### config.mk
export PLATFORM = sky130hd
export DESIGN_NAME = pulse_width_controller
export DESIGN_NICKNAME = d
export VERILOG_FILES = /design/src/rtl/pulse_width_controller_pkg.sv /design/src/rtl/pulse_width_controller_edge_detect_core.sv /design/src/rtl/pulse_width_controller.sv
export SDC_FILE = /design/constraint.sdc
export NUM_CORES = 1
export LEC_CHECK = 0
export BUFFER_PORTS_ARGS = -buffer_cell sky130_fd_sc_hd__buf_4
export CAP_MARGIN = 0
export CORE_UTILIZATION = 58
export CTS_BUF_LIST = sky130_fd_sc_hd__clkbuf_8 sky130_fd_sc_hd__clkbuf_16
export CTS_CLUSTER_DIAMETER = 30
export DETAILED_ROUTE_END_ITERATION = 7
export MAX_ROUTING_LAYER = met4
export PLACE_DENSITY = 0.78
export SLEW_MARGIN = 25
export SYNTH_ARGS = -nofsm -noshare
export SYNTH_HDL_FRONTEND = slang
export SYNTH_SLANG_ARGS = --single-unit
### constraint.sdc
create_clock -name clk -period 3 [get_ports clk]
set_input_delay 0.15 -clock clk [delete_from_list [all_inputs] [get_ports clk]]
set_output_delay 0.15 -clock clk [all_outputs]
set_load 0.05 [all_outputs]
### src/rtl/pulse_width_controller_pkg.sv
// Shared state encoding for pulse_width_controller and its status-register decoder.
package pulse_width_controller_pkg;

  localparam int STATE_W = 2;

  typedef enum logic [STATE_W-1:0] {
    S_IDLE    = 2'd0,
    S_ARMED   = 2'd1,
    S_MEASURE = 2'd2,
    S_DONE    = 2'd3
  } state_e;

endpackage

### src/rtl/pulse_width_controller_edge_detect_core.sv
// Registered rise/fall pulse generator on an already-synchronized input d_s.
module edge_detect_core (
  input  logic clk,
  input  logic rst,
  input  logic d_s,
  output logic rise,
  output logic fall
);

  logic d_prev_q, d_prev_d;
  logic rise_q, rise_d;
  logic fall_q, fall_d;

  always_comb begin
    d_prev_d = d_s;
    rise_d   = d_s & ~d_prev_q;
    fall_d   = ~d_s & d_prev_q;
  end

  always_ff @(posedge clk or negedge rst) begin
    if (!rst) begin
      d_prev_q <= 1'b0;
      rise_q   <= 1'b0;
      fall_q   <= 1'b0;
    end else begin
      d_prev_q <= d_prev_d;
      rise_q   <= rise_d;
      fall_q   <= fall_d;
    end
  end

  assign rise = rise_q;
  assign fall = fall_q;

endmodule

### src/rtl/pulse_width_controller.sv
// Measures the high time of one pulse on async input D after a start request.
// Optional macro GLITCH_FILTER_EN rejects pulses shorter than MIN_WIDTH and re-arms.
module pulse_width_controller
  import pulse_width_controller_pkg::*;
#(
  parameter int CNT_W     = 16,
  parameter int TIMEOUT   = 1000,
  parameter int MIN_WIDTH = 4
) (
  input  logic             clk,
  input  logic             rst,
  input  logic             D,
  input  logic             start,
  input  logic             ack,
  output logic             busy,
  output logic             valid,
  output logic [CNT_W-1:0] width,
  output logic             overflow,
  output logic             timeout
);

  localparam int TMO_W = (TIMEOUT < 2) ? 1 : $clog2(TIMEOUT);
  localparam logic [TMO_W-1:0] TMO_LAST = TMO_W'(TIMEOUT - 1);
  localparam logic [CNT_W-1:0] CNT_MAX  = {CNT_W{1'b1}};

  if (TIMEOUT < 1 || MIN_WIDTH < 1) begin : g_param_check
    $error("pulse_width_controller: TIMEOUT and MIN_WIDTH must be >= 1");
  end

  logic             sync1_q, sync1_d;
  logic             sync2_q, sync2_d;
  logic             rise, fall;
  state_e           state_q, state_d;
  logic [CNT_W-1:0] count_q, count_d;
  logic [TMO_W-1:0] tmo_cnt_q, tmo_cnt_d;
  logic [CNT_W-1:0] width_q, width_d;
  logic             overflow_q, overflow_d;
  logic             timeout_q, timeout_d;

  always_comb begin
    sync1_d = D;
    sync2_d = sync1_q;
  end

  edge_detect_core u_edge (
    .clk  (clk),
    .rst  (rst),
    .d_s  (sync2_q),
    .rise (rise),
    .fall (fall)
  );

  always_comb begin
    state_d    = state_q;
    count_d    = count_q;
    tmo_cnt_d  = tmo_cnt_q;
    width_d    = width_q;
    overflow_d = overflow_q;
    timeout_d  = timeout_q;
    case (state_q)
      S_IDLE: begin
        if (start) begin
          state_d    = S_ARMED;
          tmo_cnt_d  = '0;
          overflow_d = 1'b0;
          timeout_d  = 1'b0;
        end
      end
      S_ARMED: begin
        if (rise) begin
          state_d = S_MEASURE;
          count_d = CNT_W'(1);
        end else if (tmo_cnt_q == TMO_LAST) begin
          state_d   = S_DONE;
          width_d   = '0;
          timeout_d = 1'b1;
        end else begin
          tmo_cnt_d = tmo_cnt_q + 1'b1;
        end
      end
      S_MEASURE: begin
        if (!fall) begin
          // Hold at full scale; the overflow flag stays set until the next arm.
          if (count_q == CNT_MAX) overflow_d = 1'b1;
          else                    count_d    = count_q + 1'b1;
        end else begin
`ifdef GLITCH_FILTER_EN
          if (int'(count_q) < MIN_WIDTH) begin
            state_d = S_ARMED;
            count_d = '0;
          end else begin
            state_d = S_DONE;
            width_d = count_q;
          end
`else
          state_d = S_DONE;
          width_d = count_q;
`endif
        end
      end
      S_DONE: begin
        if (ack) state_d = S_IDLE;
      end
      default: state_d = S_IDLE;
    endcase
  end

  always_ff @(posedge clk or negedge rst) begin
    if (!rst) begin
      sync1_q    <= 1'b0;
      sync2_q    <= 1'b0;
      state_q    <= S_IDLE;
      count_q    <= '0;
      tmo_cnt_q  <= '0;
      width_q    <= '0;
      overflow_q <= 1'b0;
      timeout_q  <= 1'b0;
    end else begin
      sync1_q    <= sync1_d;
      sync2_q    <= sync2_d;
      state_q    <= state_d;
      count_q    <= count_d;
      tmo_cnt_q  <= tmo_cnt_d;
      width_q    <= width_d;
      overflow_q <= overflow_d;
      timeout_q  <= timeout_d;
    end
  end

  assign busy     = (state_q == S_ARMED) || (state_q == S_MEASURE);
  assign valid    = (state_q == S_DONE);
  assign width    = width_q;
  assign overflow = overflow_q;
  assign timeout  = timeout_q;

endmodule

==> flow_summary_export.csv, run 1 <==
group,metric,value,unit
status,outcome,"finished clean",
clock_tree,htreeDepth,2,
timing,finalMaxSlewViolations,0,
floorplan,die_h,68.0,µm
timing,worst_pin_slew,648,ps
clock_tree,cts-buffers-inserted,5,
routing,first_pass_iters,4,
pwr,power_frac_clock,24.2,%
placement,place.detailed.hpwl,3490,µm
global_routing,grt-ovfl-total,0,
floorplan,initial_core_util,61.8,%
logic_synthesis,syn_avg_cell_area,10.4,µm²
logic_synthesis,ys_types,52,
clock_tree,root_buffer,"clkbuf_8",
cells_and_area,num_antenna_cells,0,
placement,port_buffers,24,
pwr,swShare,39.1,%
pwr,power_density,798,nW/µm²
logic_synthesis,yosysWarningCount,0,
routing,via_per_inst,6.10,
worst_setup_path,cp-startpoint,"state_q[0]",
floorplan,io_pins,25,
global_routing,use_met1,35.0,%
logic_synthesis,synth_area,2530,µm²
clock_tree,clock_path_buffers,2,
global_routing,antenna_found_initial,0,
worst_setup_path,startpoint_type,"flop",
timing,tns,0,ps
job,maxCapViolations,0,
worst_setup_path,endpoint,"count_q[0]",
floorplan,die-area,4620,µm²
floorplan,die_w,68.0,µm
routing,antenna_left,0,
routing,num_vias,1935,
pwr,p_int,1.40,mW
logic_synthesis,yosys.area.top_type,"dfrtp_1",
clock_tree,cts_tree,"yes",
global_routing,top_usage_layer,"met2",
placement,routabilityCongestion,0.861,
worst_setup_path,end_kind,"flop",
pwr,power_leakage,1.32,nW
timing,min_period,2520,ps
timing,finalSetupViolations,0,
timing,timing.slew.headroom,56.6,%
logic_synthesis,yosysSeqAreaShare,50.5,%
worst_setup_path,r2r-start,"state_q[0]",
routing,wirelength,5140,µm
timing,fin_ws,485,ps
logic_synthesis,synth-main-ff-cell,"dfrtp_1",
floorplan,core,4090,µm²
worst_setup_path,critPathRequiredTime,3190,ps
timing,hold_viol,0,
worst_setup_path,reg2reg_depth,6,
clock_tree,cts_setup_buffers,0,
clock_tree,clkTransAtPathRegs,90,ps
timing,clock_skew,10.6,ps
logic_synthesis,synthArstFlopShare,100,%
min_path,hp-class,"in2reg",
clock_tree,clock_sinks,51,
logic_synthesis,syn_nets,254,
cells_and_area,final_common_cell,"dfrtp_1",
worst_setup_path,r2r_setup_slack,480,ps
global_routing,gr-usage-met3,5.00,%
pwr,p_switching,899,µW
worst_setup_path,path_class,"reg2reg",
pwr,p_seq_share,36.8,%
pwr,max-vdd-ir-drop,0.000505,V
logic_synthesis,yosys.area.top_type_share,50.5,%
routing,drt_iter0_markers,188,
worst_setup_path,worstReg2RegEnd,"count_q[0]",
cells_and_area,layout-drive-gt1-share,16.9,%
global_routing,grt_pass1_wl,8400,µm
floorplan,rows,23,
timing,fin_hold_ws,202,ps
pwr,comb_power_share,39.0,%
global_routing,grt_use_met2,38.4,%
logic_synthesis,synth_area_leaders,"dfrtp_1 51%, a22o_1 6.6%, nand3_1 3.8%, ha_1 3.5%, nand2_1 2.7%",
timing,rsz0062_at_grt,"false",
clock_tree,postCtsResizedCells,0,
timing,clock.fmax,0.398,GHz
placement,dp_slack,546,ps
cells_and_area,area_growth,14.2,%
worst_setup_path,cp_data_arrival_time,2700,ps
cells_and_area,fin_nets,278,
clock_tree,worst_skew_pair.late_latency,300,ps
global_routing,grt_pass1_vias,1761,
clock_tree,hold_buffers,2,
routing,post_drt_wl_per_cell,16.2,µm
timing,min_period_over_period,83.8,%
cells_and_area,final_core_util,70.6,%
worst_setup_path,path_max_fanout,16,
routing,remaining_drc_errors,0,
logic_synthesis,syn-instance-count,242,
cells_and_area,final_cell_mix,"51 x dfrtp_1, 28 x buf_4, 19 x nand3_1, 19 x a22o_1, 18 x nand2_1",
global_routing,grt_start_max_net_pins,52,
logic_synthesis,ys_ff_latch,51,
global_routing,grtUsageTotal,25.4,%
logic_synthesis,synth-edff-count,0,
[cell usage after synthesis, types with 2 or more instances]
library cell   n
o31ai_1        3
a21oi_1        7
nand4_1        5
nor3_1         5
xor2_1         7
clkbuf_1       2
o21ai_1        4
a22o_1        19
nor2_1        17
mux2i_1        2
o21ai_0       10
nand2_1       18
or4_1          2
buf_2          7
nor4_1         2
clkbuf_2       2
and4_1         2
ha_1           7
nand2b_1       6
nand3_1       19
a31oi_1        3
a21o_1         2
o31a_1         2
nor2b_1        3
inv_1          5
and3_1         3
dfrtp_1       51
mux2_2         2
xnor2_1        2
[cell type report]
cell class	instances	area, µm²
clock buffers	5	68.8
clock inverters	3	67.6
fillers	318	1200
inverters	5	18.8
multi-input cells	173	1160
flip-flops and latches	51	1280
well taps	50	62.6
repair buffers	30	230
[registers in the layout, summed over array words and instances (netlist names), 2 cells and up]
signal,count
state_q,2
count_q,16
tmo_cnt_q,10
width,16
[metrics by stage]
| stage | cells | cell area (µm²) | power, mW |
|---|---|---|---|
| 2_1_floorplan | 242 | 2530 | 1.52 |
| 3_3_place_gp | 307 | 2730 | 1.72 |
| 3_5_place_dp | 307 | 2730 | 1.74 |
| 4_1_cts | 317 | 2880 | 2.30 |
| 5_1_grt | 317 | 2880 | 2.43 |
| 6_report | 317 | 2880 | 2.30 |
[worst max-delay path: stages, from the launching register on]
cell and delay (ps):
dfrtp_1 440, inv_1 140, ha_1 390, nand3_1 130, or4_4 570, o21bai_4 350
mux2_2 380
[worst min path at each step]
| stage | cells after the start | from | to |
|---|---|---|---|
| after detailed placement | 1 | rst | tmo_cnt_q[3] |
| after CTS | 3 | start | overflow |
| final | 3 | start | overflow |
| after global placement | 1 | rst | tmo_cnt_q[3] |
| after global routing | 3 | start | timeout |
| after floorplan | 0 | rst | count_q[0] |
[kinds of logic (layout without fill, tap and decap cells)]
group / Yosys count / count (layout) / synth area share (%)
simple gates: 92 / 92 / 19.4
compound gates: 61 / 61 / 18.3
flops: 51 / 51 / 50.5
buf+inv: 18 / 43 / 3.57
xor+xnor: 9 / 9 / 3.12
fa+ha+maj: 7 / 7 / 3.47
mux: 4 / 4 / 1.68
[power by group through the flow]
| stage | registers, mW | clock network (mW) | logic (mW) |
|---|---|---|---|
| finish | 0.848 | 0.557 | 0.897 |
| detailed placement | 0.859 | 0 | 0.882 |
| global route | 0.860 | 0.591 | 0.975 |
| floorplan | 0.858 | 0 | 0.665 |
| CTS | 0.846 | 0.565 | 0.893 |
| global placement | 0.856 | 0 | 0.861 |
[layer usage]
| layer | part of all wire [%] | vias to the layer above |
|---|---|---|
| met2 | 48 | 50 |
| met5 | 0 | - |
| met1 | 47 | 940 |
| met3 | 4.1 | 6 |
| met4 | 1.1 | 0 |
| li1 | - | 939 |
(Power assumes the default switching activity.)
==> inputs of run 2 (changes only) <==
Settings changed: CORE_UTILIZATION 58 to 53, PLACE_DENSITY 0.78 to 0.76.
Clock period 3 ns to 2.3 ns, I/O delays scaled along.
==> flow_summary_export.csv, run 2 (synthesis results as in run 1) <==
group,metric,value,unit
worst_setup_path,critPathRequiredTime,2500,ps
global_routing,grt_pass1_vias,1795,
floorplan,rows,24,
worst_setup_path,crit_chain,"inv_1, ha_1, nand3_1, or4_4, o21bai_4, mux2_2",
status,outcome,"finished clean",
global_routing,grt_pass1_wl,8540,µm
floorplan,die_w,71.0,µm
cells_and_area,fin_nets,285,
timing,finalSetupViolations,0,
worst_setup_path,crit_path_max_incr_delay,560,ps
floorplan,die_h,71.0,µm
routing,first_pass_iters,4,
clock_tree,root_buffer,"clkbuf_8",
cells_and_area,final_common_cell,"dfrtp_1",
placement,placed_cell_area,2780,µm²
clock_tree,clkTransAtPathRegs,90,ps
worst_setup_path,crit_buf_inv,1,
timing,clock.fmax,0.472,GHz
worst_setup_path,slowest_stage,"or4_4",
floorplan,initial_core_util,56.5,%
clock_tree,htreeDepth,2,
clock_tree,worst_skew_pair.late_latency,300,ps
cells_and_area,layout-drive-gt1-share,19.0,%
pwr,max-vdd-ir-drop,0.000715,V
pwr,power_leakage,1.35,nW
placement,dp_slack,208,ps
cells_and_area,area_growth,16.3,%
placement,port_buffers,24,
routing,wirelength,4950,µm
timing,hold_viol,0,
worst_setup_path,path_class,"reg2reg",
clock_tree,cts_tree,"yes",
routing,antenna_left,0,
job,maxCapViolations,0,
routing,num_vias,1919,
floorplan,core,4470,µm²
floorplan,io_pins,25,
min_path,hp-class,"in2reg",
timing,min_period,2120,ps
timing,rsz0062_at_grt,"false",
worst_setup_path,end_kind,"flop",
worst_setup_path,cp_data_arrival_time,2320,ps
clock_tree,cts_setup_buffers,0,
global_routing,grtUsageTotal,22.3,%
floorplan,die-area,5050,µm²
cells_and_area,final_cell_mix,"51 x dfrtp_1, 35 x buf_4, 19 x nand3_1, 19 x a22o_1, 18 x nand2_1",
clock_tree,cts-buffers-inserted,5,
timing,worst_pin_slew,629,ps
routing,post_drt_wl_per_cell,15.2,µm
timing,clock_skew,5.85,ps
timing,timing.slew.headroom,58.1,%
worst_setup_path,crit_family,"simple AND/OR/NAND/NOR gates",
pwr,power_density,1040,nW/µm²
cells_and_area,fin_area,2940,µm²
cells_and_area,fin_cells,326,
worst_setup_path,path_max_fanout,7,
routing,drt_iter0_markers,114,
timing,min_period_over_period,92.2,%
global_routing,grt_start_max_net_pins,52,
cells_and_area,num_antenna_cells,0,
clock_tree,clock_sinks,51,
placement,place.detailed.hpwl,3510,µm
worst_setup_path,startpoint_type,"flop",
global_routing,antenna_found_initial,0,
clock_tree,clock_path_buffers,2,
global_routing,grt-ovfl-total,0,
routing,remaining_drc_errors,0,
timing,finalMaxSlewViolations,0,
placement,routabilityCongestion,0.917,
timing,tns,0,ps
routing,via_per_inst,5.89,
timing,fin_ws,180,ps
placement,place_inst,316,
[run 2: cell types whose count changed in the layout (fill, tap and decap cells not counted), sizes merged]
cell,delta
buf,+7
[run 2: repair_timing]
| item | in CTS | in global routing |
|---|---|---|
| endpoints found under the setup margin | 0 | 0 |
| hold buffers | 2 | 0 |
| gates resized for setup | 0 | 0 |
| endpoints found under the hold margin | 52 | 0 |
[run 2: path summary, 6_finish.rpt]
check	startpoint	end	slack, ps	depth (start not counted)
min	start	overflow	170	3
max reg2reg	state_q[0]	count_q[0]	180	6
max	state_q[0]	count_q[0]	180	6
max in group asynchronous	rst	width[4]	1510	2
min reg2reg	sync1_q	sync2_q	370	0
min in group asynchronous	rst	count_q[15]	380	2
[run 2: where the power goes]
part,internal (mW),switching (mW)
Sequential,0.990,0.112
Combinational,0.473,0.766
Clock,0.433,0.293
Total,1.90,1.17
[run 2: worst register-to-register path, stage by stage, from the launching register on]
cell and delay (ps):
dfrtp_1 440, inv_1 120, ha_1 220, nand3_1 90, or4_4 560, o21bai_4 220
mux2_2 360
[run 2: metal layers]
metal	share of wire [%]	up-vias	GRT usage (%)
met5	0	-	-
met4	1.4	0	7.78
met3	3.1	7	4.84
met2	44	34	32.1
met1	52	919	31.3
li1	-	959	-
[run 2: metrics by stage]
stage | hold slack [ps] | total power, mW | util [%]
global placement | 174 | 2.33 | 62.2
floorplan | -181 | 1.99 | -
CTS | 171 | 3.09 | 65.7
global route | 180 | 3.24 | 65.7
detailed placement | 184 | 2.35 | 62.2
finish | 173 | 3.07 | 65.7
[run 2: final cells by class]
type / count / area [µm²]
timing repair buffer: 37 / 283
sequential: 51 / 1280
tap: 52 / 65.1
inverter: 5 / 18.8
clock inverter: 3 / 67.6
clock buffer: 5 / 68.8
multi-input combinational: 173 / 1160
fill: 352 / 1540
